**config.mk**
```make
export PLATFORM = sky130hd
export DESIGN_NAME = arb_rr_4
export DESIGN_NICKNAME = d
export VERILOG_FILES = /design/src/rtl/arb_rr_4.sv
export SDC_FILE = /design/constraint.sdc
export NUM_CORES = 1
export LEC_CHECK = 0
export BUFFER_PORTS_ARGS = -buffer_cell sky130_fd_sc_hd__buf_2
export CAP_MARGIN = 20
export CORE_MARGIN = 2
export CORE_UTILIZATION = 50
export DETAILED_ROUTE_END_ITERATION = 6
export PLACE_DENSITY = 0.75
export SLEW_MARGIN = 20
export SYNTH_ARGS = -nofsm -noshare
export SYNTH_HDL_FRONTEND = slang
export SYNTH_HIERARCHICAL = 1
export SYNTH_SLANG_ARGS = --single-unit
```
**constraint.sdc**
```tcl
create_clock -name clk -period 2.7 [get_ports clk]
set_clock_uncertainty 0.05 [all_clocks]
set_input_delay 0.54 -clock clk [delete_from_list [all_inputs] [get_ports clk]]
set_output_delay 0.54 -clock clk [all_outputs]
set_load 0.005 [all_outputs]
```
**src/rtl/arb_rr_4.sv**
```systemverilog
// Four-way round-robin arbiter with a bounded hold time per grant.
// A registered 2-bit owner index is decoded to a one-hot grant vector.
// Every grant ends with a one-cycle bubble, which gives the resource a clean handover point.

// 2-to-4 one-hot decoder.
module decoder_2to4 (
   input  logic [1:0] in,
   output logic [3:0] out
);

   // Drive the single bit selected by the input index.
   always_comb begin
      out     = '0;
      out[in] = 1'b1;
   end

endmodule

module arb_rr_4 #(
   parameter int unsigned MAX_HOLD = 4
) (
   input  logic       clk,
   input  logic       rst,
   input  logic [3:0] req,
   output logic [3:0] gnt,
   output logic [1:0] gnt_idx,
   output logic       gnt_valid,
   output logic       preempt
);

   localparam int unsigned N_REQ = 4;
   localparam int unsigned IDX_W = 2;
   localparam int unsigned CNT_W = 8;
   localparam logic [CNT_W-1:0] HOLD_LAST = CNT_W'(MAX_HOLD - 1);

   typedef enum logic {
      IDLE  = 1'b0,
      GRANT = 1'b1
   } state_t;

   state_t           state;
   state_t           state_next;
   logic [IDX_W-1:0] ptr;
   logic [IDX_W-1:0] ptr_next;
   logic [IDX_W-1:0] idx_next;
   logic [IDX_W-1:0] winner;
   logic [CNT_W-1:0] hold_cnt;
   logic [CNT_W-1:0] hold_next;
   logic             valid_next;
   logic             preempt_next;
   logic             any_req;
   logic             owner_req;
   logic             hold_done;
   logic             release_now;
   logic [N_REQ-1:0] dec_out;

   assign any_req     = |req;
   assign owner_req   = req[gnt_idx];
   assign hold_done   = (hold_cnt == HOLD_LAST);
   assign release_now = !owner_req || hold_done;

   // Rotating priority search: the lowest offset from ptr with a request wins.
   always_comb begin
      winner = ptr;
      for (int k = N_REQ - 1; k >= 0; k--) begin
         if (req[ptr + IDX_W'(k)]) begin
            winner = ptr + IDX_W'(k);
         end
      end
   end

   // State and datapath registers.
   always_ff @(posedge clk or posedge rst) begin
      if (rst) begin
         state     <= IDLE;
         ptr       <= '0;
         hold_cnt  <= '0;
         gnt_idx   <= '0;
         gnt_valid <= 1'b0;
         preempt   <= 1'b0;
      end else begin
         state     <= state_next;
         ptr       <= ptr_next;
         hold_cnt  <= hold_next;
         gnt_idx   <= idx_next;
         gnt_valid <= valid_next;
         preempt   <= preempt_next;
      end
   end

   // Next-state: enter GRANT on any request, leave on release or hold limit.
   always_comb begin
      state_next = state;
      case (state)
         IDLE:    if (any_req) state_next = GRANT;
         GRANT:   if (release_now) state_next = IDLE;
         default: state_next = IDLE;
      endcase
   end

   // Next values of pointer, hold counter and registered outputs.
   always_comb begin
      ptr_next     = ptr;
      hold_next    = hold_cnt;
      idx_next     = gnt_idx;
      valid_next   = gnt_valid;
      preempt_next = 1'b0;
      case (state)
         IDLE: begin
            if (any_req) begin
               idx_next   = winner;
               valid_next = 1'b1;
               hold_next  = '0;
            end
         end
         GRANT: begin
            if (release_now) begin
               valid_next   = 1'b0;
               ptr_next     = gnt_idx + IDX_W'(1);
               // Owner still requesting at release means the hold limit revoked it.
               preempt_next = owner_req;
            end else begin
               hold_next = hold_cnt + CNT_W'(1);
            end
         end
         default: begin
            valid_next = 1'b0;
         end
      endcase
   end

   decoder_2to4 u_dec (
      .in  (gnt_idx),
      .out (dec_out)
   );

   // One-hot grant, forced to zero when no grant is active.
   assign gnt = dec_out & {N_REQ{gnt_valid}};

endmodule
```
### Yosys cells after proc, flatten, opt, wreduce, memory -nomap -nowiden

Index checks and enable logic that the tools add are counted.

* flip-flop bits (word level): 15
* input port bits: 6
* output and inout port bits: 8
* word-level logic and storage cells: 58

* add/sub/neg operators: 5
* magnitude comparators: 6
* equality and inequality tests: 4
* multiplexer cells: 27
* bitwise gates (word level): 2
* reductions and logical operators: 8

Operators by type and width (number)
* $mux W8: 2
* $pmux W8 S2: 1
* $lt A2 B3 Y1 const B: 5
* $mux W1: 12
* $bmux W1 S2: 5
* $add A8 B1 Y8 const B: 1
* $eq A8 B2 Y1 const B: 1
* $mux W2: 4
* $reduce_and A2 Y1: 4
* $add A2 B1 Y2 const B: 2
* $add A2 B2 Y2 const B: 2
* $and A4 B4 Y4: 1
* $ne A2 B2 Y1 const B: 2
* $pmux W1 S2: 2
* $reduce_or A4 Y1: 1
* $demux W1 S2: 1
* $ge A2 B1 Y1 const B: 1
* $ne A2 B1 Y1 const B: 1
* $logic_and A1 B1 Y1: 1
* $logic_not A1 Y1: 1
* $logic_or A1 B1 Y1: 1
* $not A1 Y1: 1

### Depth between registers and ports, before layout

* depth in word-level cells: 7
* gate-level depth with buffers: 6
* mapped depth without buffers: 5

### Hierarchy

The synthesis kept the hierarchy.

By module, submodules not included
* arb_rr_4: times used 1, cells each 89, area an instance 899.6 µm², seq. area each 375.4 µm²
* decoder_2to4: times used 1, cells each 4, area an instance 26.3 µm², seq. area each 0.0 µm²

### Worst setup path after synthesis

Ideal clock, no wire load.

* path type: reg-to-reg
* start point: register gnt_idx[1]
* end point: register ptr[1]
* setup time: 125 ps
* arrival time: 1549 ps
* required time: 2525 ps
* path slack: 976 ps
* cell stages (with the launch flop): 5
* path buffers: 0
* period minus slack after synthesis: 1724 ps
* cells stage by stage: dfrtp_1 > mux4_2 > a21bo_4 > nand2_4 > mux2_4

* cells in the longest elaborated chain, start to end: 5
* elaborated cells on any way between the ends: 6
* those cells by class: add/sub (1); mux (2); reduce/logical (3)

Ends and longest elaborated chain
* from (decl): RTL line 26 `output logic [1:0] gnt_idx,`
* from (signal assigned): RTL line 85 `gnt_idx <= idx_next;`
* $bmux W1 S2: RTL line 58 `assign owner_req = req[gnt_idx];`
* $mux W1 (implied by the code): RTL line 58
* $logic_not A1 Y1: RTL line 60 `assign release_now = !owner_req || hold_done;`
* $logic_or A1 B1 Y1: RTL line 60
* $reduce_and A2 Y1 (no line)
* to (signal assigned): RTL line 83 `ptr <= ptr_next;`
* to (decl): RTL line 43 `logic [IDX_W-1:0] ptr;`

Several ways; a longest one is shown, not always the timed one. The select of a mux whose other input is x is not followed.
A chain may end at the register's enable or synchronous reset.

### Worst setup path after layout

* start point: register gnt_idx[0]
* end point: output gnt[1]

* cells in the longest elaborated chain, start to end: 5
* elaborated cells on any way between the ends: 6
* those cells by class: order compare (2); mux (2); bitwise (1); reduce/logical (1)

Ends and longest elaborated chain
* $lt A2 B3 Y1 (implied by the code) or $ge A2 B1 Y1 (tied branches): RTL line 14 `out[in] = 1'b1;`
* $logic_and A1 B1 Y1 (implied by the code): RTL line 14
* $mux W1 (implied by the code): RTL line 14
* $demux W1 S2 (*)
* named net dec_out[1]: RTL line 55 `logic [N_REQ-1:0] dec_out;`
* $and A4 B4 Y4 (*): RTL line 138 `assign gnt = dec_out & {N_REQ{gnt_valid}};`
* to (decl): RTL line 25 `output logic [3:0] gnt,`

The timed path passes the listed nets; every way through them passes the cells marked *.

==> out/metrics.sh <==
CLKSINKCOUNT=15
DRT.ANTENNA.VIOLATING_NETS=0
CRIT_FAMILY='flip-flops'
POST_CTS_BUFFERS=0
NET-SWITCHING-POWER_mW=0.402
DIEAREA_SQ_UM=2210
REGTOREGSTARTPOINT='gnt_idx[0]'
SETUP_SLACK_NS=0.782
GRT_USE_MET2=0.321
CAP_VIOLATIONS=0
NUMBER_OF_RESIZED_INSTANCES_IN_THE_POST_CTS_REPAIR_STEP=0
CRITPATHLAUNCHTYPE='flop'
GPL.FINAL_WEIGHTED_CONGESTION=0.838
MAXSLEWHEADROOM=0.616
WL_PER_CELL_UM=13.9
GRT-BUSIEST-LAYER='met2'
GLOBALROUTEMET1UTIL=0.260
SYNTH_SEQUENTIAL_AREA_RATIO=0.405
FINAL_NET_COUNT=116
TIMING.SETUP.CRITICAL_PATH_CLASS='reg -> out'
PATH_CELLS='and2b_2 -> and2_1 -> buf_2'
TIMING.CRITICAL_PATH.TO_TYPE='output port'
VIAS_IN_THE_FIRST_GLOBAL_ROUTE=692
YOSYS.CELL_TYPES.COUNT=39
FIN_TNS_SETUP_NS=0
NUMBER_OF_H_TREE_LEVELS=1
STATIC-LEAKAGE-POWER_nW=0.467
TIMING.CRITICAL_PATH.SLOWEST_STAGE_CELL='sky130_fd_sc_hd__dfrtp_1'
CLK_ROOT_BUFFER_CELL='sky130_fd_sc_hd__clkbuf_4'
CLKSLEWWORSTSETUPHOLDPATHS_NS=0.09
ACHIEVABLE-FREQUENCY_GHz=0.521
DPL_WORST_SLACK_NS=0.771
PORT_BUFFERS=13
TIMING.FINAL.SETUP_VIOLATIONS=0
GROUTE.LAYER.MET3.USAGE=0.0346
CLK-INSERTION-DELAY-LATE_NS=0.28
TOTAL_LENGTH_OF_ROUTED_WIRES_UM=1850
CTS_HOLD_BUF=0
CRITICAL_PATH_CELL_COUNT=3
DESIGN_POWER_TOTAL_mW=1.00
CTS_TREE='built'
HOLD_SLACK_NS=0.251
TOP_LEVEL_PORTS=14
LAYOUT_COMMONEST_CELL='sky130_fd_sc_hd__dfrtp_1'
FIN_AREA_SQ_UM=1030
FINALNONFILLERCELLS=133
COMB_POWER_SHARE=0.472
ROUTE.DETAILED.DRC=0
DRT_ITER0_DRC=24
POWER_PER_CELL_AREA_nW_PER_UM2=969
SYN-CELL-AREA_SQ_UM=926
INITIAL_UTILIZATION=0.536
MAX-CLOCK-PATH-BUFFERS=2
DETAIL_ROUTE.VIAS_PER_CELL=5.79
MIN_PATH_TYPE='in -> async'
ANTENNA_VIOLATIONS_BEFORE_REPAIR=0
WORST-PATH-MAX-FANOUT=11
TIMING.FINAL.HOLD_VIOLATIONS=0
MOST-COMMON-LAYOUT-CELLS='sky130_fd_sc_hd__dfrtp_1 (15), sky130_fd_sc_hd__buf_2 (13), sky130_fd_sc_hd__a21oi_1 (7), sky130_fd_sc_hd__inv_1 (6), sky130_fd_sc_hd__nand2_1 (5)'
GLOBALROUTETOTALUTIL=0.198
DP.FINAL_HPWL_UM=1350
OVERFLOW=0
PLACEDINSTANCEAREA_SQ_UM=1010
SYNTH_FP_NETS=100
NFILLCELLS=163
RSZ0062_AT_GRT='false'
WORST_R2R_PATH_DEPTH=5
FIN_UTIL=0.599
FIN_CRIT_SH=0.710
SYN_INST=93
FINALCRITICALPERIOD_NS=1.92
FINAL_LAYOUT_SIZE_SUFFIX_GT1_FRAC=0.241
MAXIMUM_NUMBER_OF_PINS_ON_ONE_NET_BEFORE_GLOBAL_ROUTE_REPAIR=16
RESULT_OF_THE_RUN='finished, final reports clean'
SYNTH.FF_LATCH_COUNT=15
CP_SLOWEST_STAGE_DELAY_NS=0.53
FIRSTDRTPASSITERS=4
SHARE_OF_POWER_BURNED_IN_REGISTERS=0.400
CORE-AREA_SQ_UM=1730
FINAL-MAX-SLEW-VIOLATION-COUNT=0
ROW_COUNT=15
SW_FRAC_OF_TOTAL=0.402
NUMBER_OF_CTS_INSERTED_BUFFERS=3
POWER.SHARE.CLOCK=0.128
YOSYSWARNINGS=6
MEAN_SYN_CELL_AREA_SQ_UM=9.96
NUMPLACEDINSTANCES=129
VIA_COUNT=770
VDD_IR_DROP_MAX_uV=615
WIRE_LENGTH_OF_THE_FIRST_GLOBAL_ROUTING_PASS_UM=3060
WORSTMARGINPINSLEW_NS=0.575
CRITICAL_PATH_BUF_INV_COUNT=1
COUNT_OF_INSERTED_ANTENNA_DIODE_CELLS=0
INTERNAL_POWER_mW=0.599
WORST_EP_REQUIRED_TIME_NS=2.11
WORST_EP_ARRIVAL_TIME_NS=1.33
DIE_H_UM=47.0
DIE_W_UM=47.0
TIMING.CRITICAL_PATH.FROM='gnt_idx[0]'
SYN_TO_FINAL_GROWTH_PCT=11.6
-- cell type report --
class	count	area [sq um]	area share
well taps	25	31.3	0.0303
clock buffers	4	26.3	0.0254
repair buffers	14	72.6	0.0702
multi-input cells	69	505	0.489
inverters	6	22.5	0.0218
flip-flops and latches	15	375	0.363
-- path summary, 6_finish.rpt --
| kind | to | slack [ns] |
|---|---|---|
| worst max-delay path | gnt[1] | 0.78 |
| worst min-delay path | hold_cnt[2] | 0.25 |
| worst max register to register | hold_cnt[7] | 0.81 |
| worst min register to register | hold_cnt[5] | 0.49 |
| max in group asynchronous | gnt_valid | 1.97 |
| min in group clk | hold_cnt[5] | 0.49 |
-- kinds of logic (layout without fill, tap and decap cells) --
kind of cell | Yosys count | in the layout | synth area share
buffers and inverters | 9 | 24 | 0.0486
adder cells (fa/ha/maj) | 1 | 1 | 0.0135
AND/OR/NAND/NOR | 34 | 34 | 0.218
flip-flops | 15 | 15 | 0.405
XOR/XNOR | 1 | 1 | 0.00946
AO/OA/AOI/OAI | 26 | 26 | 0.205
multiplexers | 7 | 7 | 0.100
-- flip-flops by register name (all words and copies together) (netlist names) --
register   count
hold_cnt       8
gnt_idx        2
ptr            2
gnt_valid      1
preempt        1
state          1
-- power by group through the flow --
stage	Clock [mW]	Combinational (mW)	Sequential, mW
4_1_cts	0.133	0.474	0.400
5_1_grt	0.142	0.526	0.416
2_1_floorplan	0	0.408	0.353
3_5_place_dp	0	0.471	0.402
3_3_place_gp	0	0.466	0.398
6_report	0.128	0.472	0.401
-- synth_stat cells --
master	number	area (sq um)
sky130_fd_sc_hd__a21o_1	1	7.51
sky130_fd_sc_hd__o21ai_0	2	10.0
sky130_fd_sc_hd__a21bo_4	1	16.3
sky130_fd_sc_hd__and2b_1	1	7.51
sky130_fd_sc_hd__nand2_4	1	11.3
sky130_fd_sc_hd__or4_1	2	15.0
sky130_fd_sc_hd__nor2b_1	3	18.8
sky130_fd_sc_hd__a221oi_1	1	8.76
sky130_fd_sc_hd__dfrtp_1	15	375
sky130_fd_sc_hd__and2_2	1	7.51
sky130_fd_sc_hd__a21boi_1	1	7.51
sky130_fd_sc_hd__nand3_1	3	15.0
sky130_fd_sc_hd__and2b_2	1	8.76
sky130_fd_sc_hd__o41ai_1	2	17.5
sky130_fd_sc_hd__nor3_1	2	10.0
sky130_fd_sc_hd__nand2b_1	1	6.26
sky130_fd_sc_hd__a2bb2oi_1	1	8.76
sky130_fd_sc_hd__nand4b_1	1	8.76
sky130_fd_sc_hd__o311ai_1	2	17.5
sky130_fd_sc_hd__mux2i_1	4	40.0
sky130_fd_sc_hd__nor4b_1	1	8.76
sky130_fd_sc_hd__nor4_1	1	6.26
sky130_fd_sc_hd__o211ai_1	1	7.51
sky130_fd_sc_hd__a21oi_1	7	35.0
sky130_fd_sc_hd__nor2_1	4	15.0
sky130_fd_sc_hd__ha_1	1	12.5
sky130_fd_sc_hd__o2bb2ai_1	1	8.76
sky130_fd_sc_hd__inv_1	6	22.5
sky130_fd_sc_hd__and2_1	4	25.0
sky130_fd_sc_hd__mux4_2	1	22.5
sky130_fd_sc_hd__nand4_1	1	6.26
sky130_fd_sc_hd__a211o_1	1	8.76
sky130_fd_sc_hd__a31oi_1	1	6.26
sky130_fd_sc_hd__o31ai_1	4	30.0
sky130_fd_sc_hd__xor2_1	1	8.76
sky130_fd_sc_hd__or2_2	2	12.5
sky130_fd_sc_hd__buf_4	3	22.5
sky130_fd_sc_hd__nand2_1	5	18.8
sky130_fd_sc_hd__mux2_4	2	30.0
-- metal layers --
metal  wire length, um  part of all wire  vias to the layer above
li1                  -                 -                      377
met1               869              0.47                      372
met2               894              0.48                       19
met3                69             0.037                        2
met4                13            0.0070                        0
met5                 0                 0                        -
No activity file was read; power rests on OpenSTA's default activity.
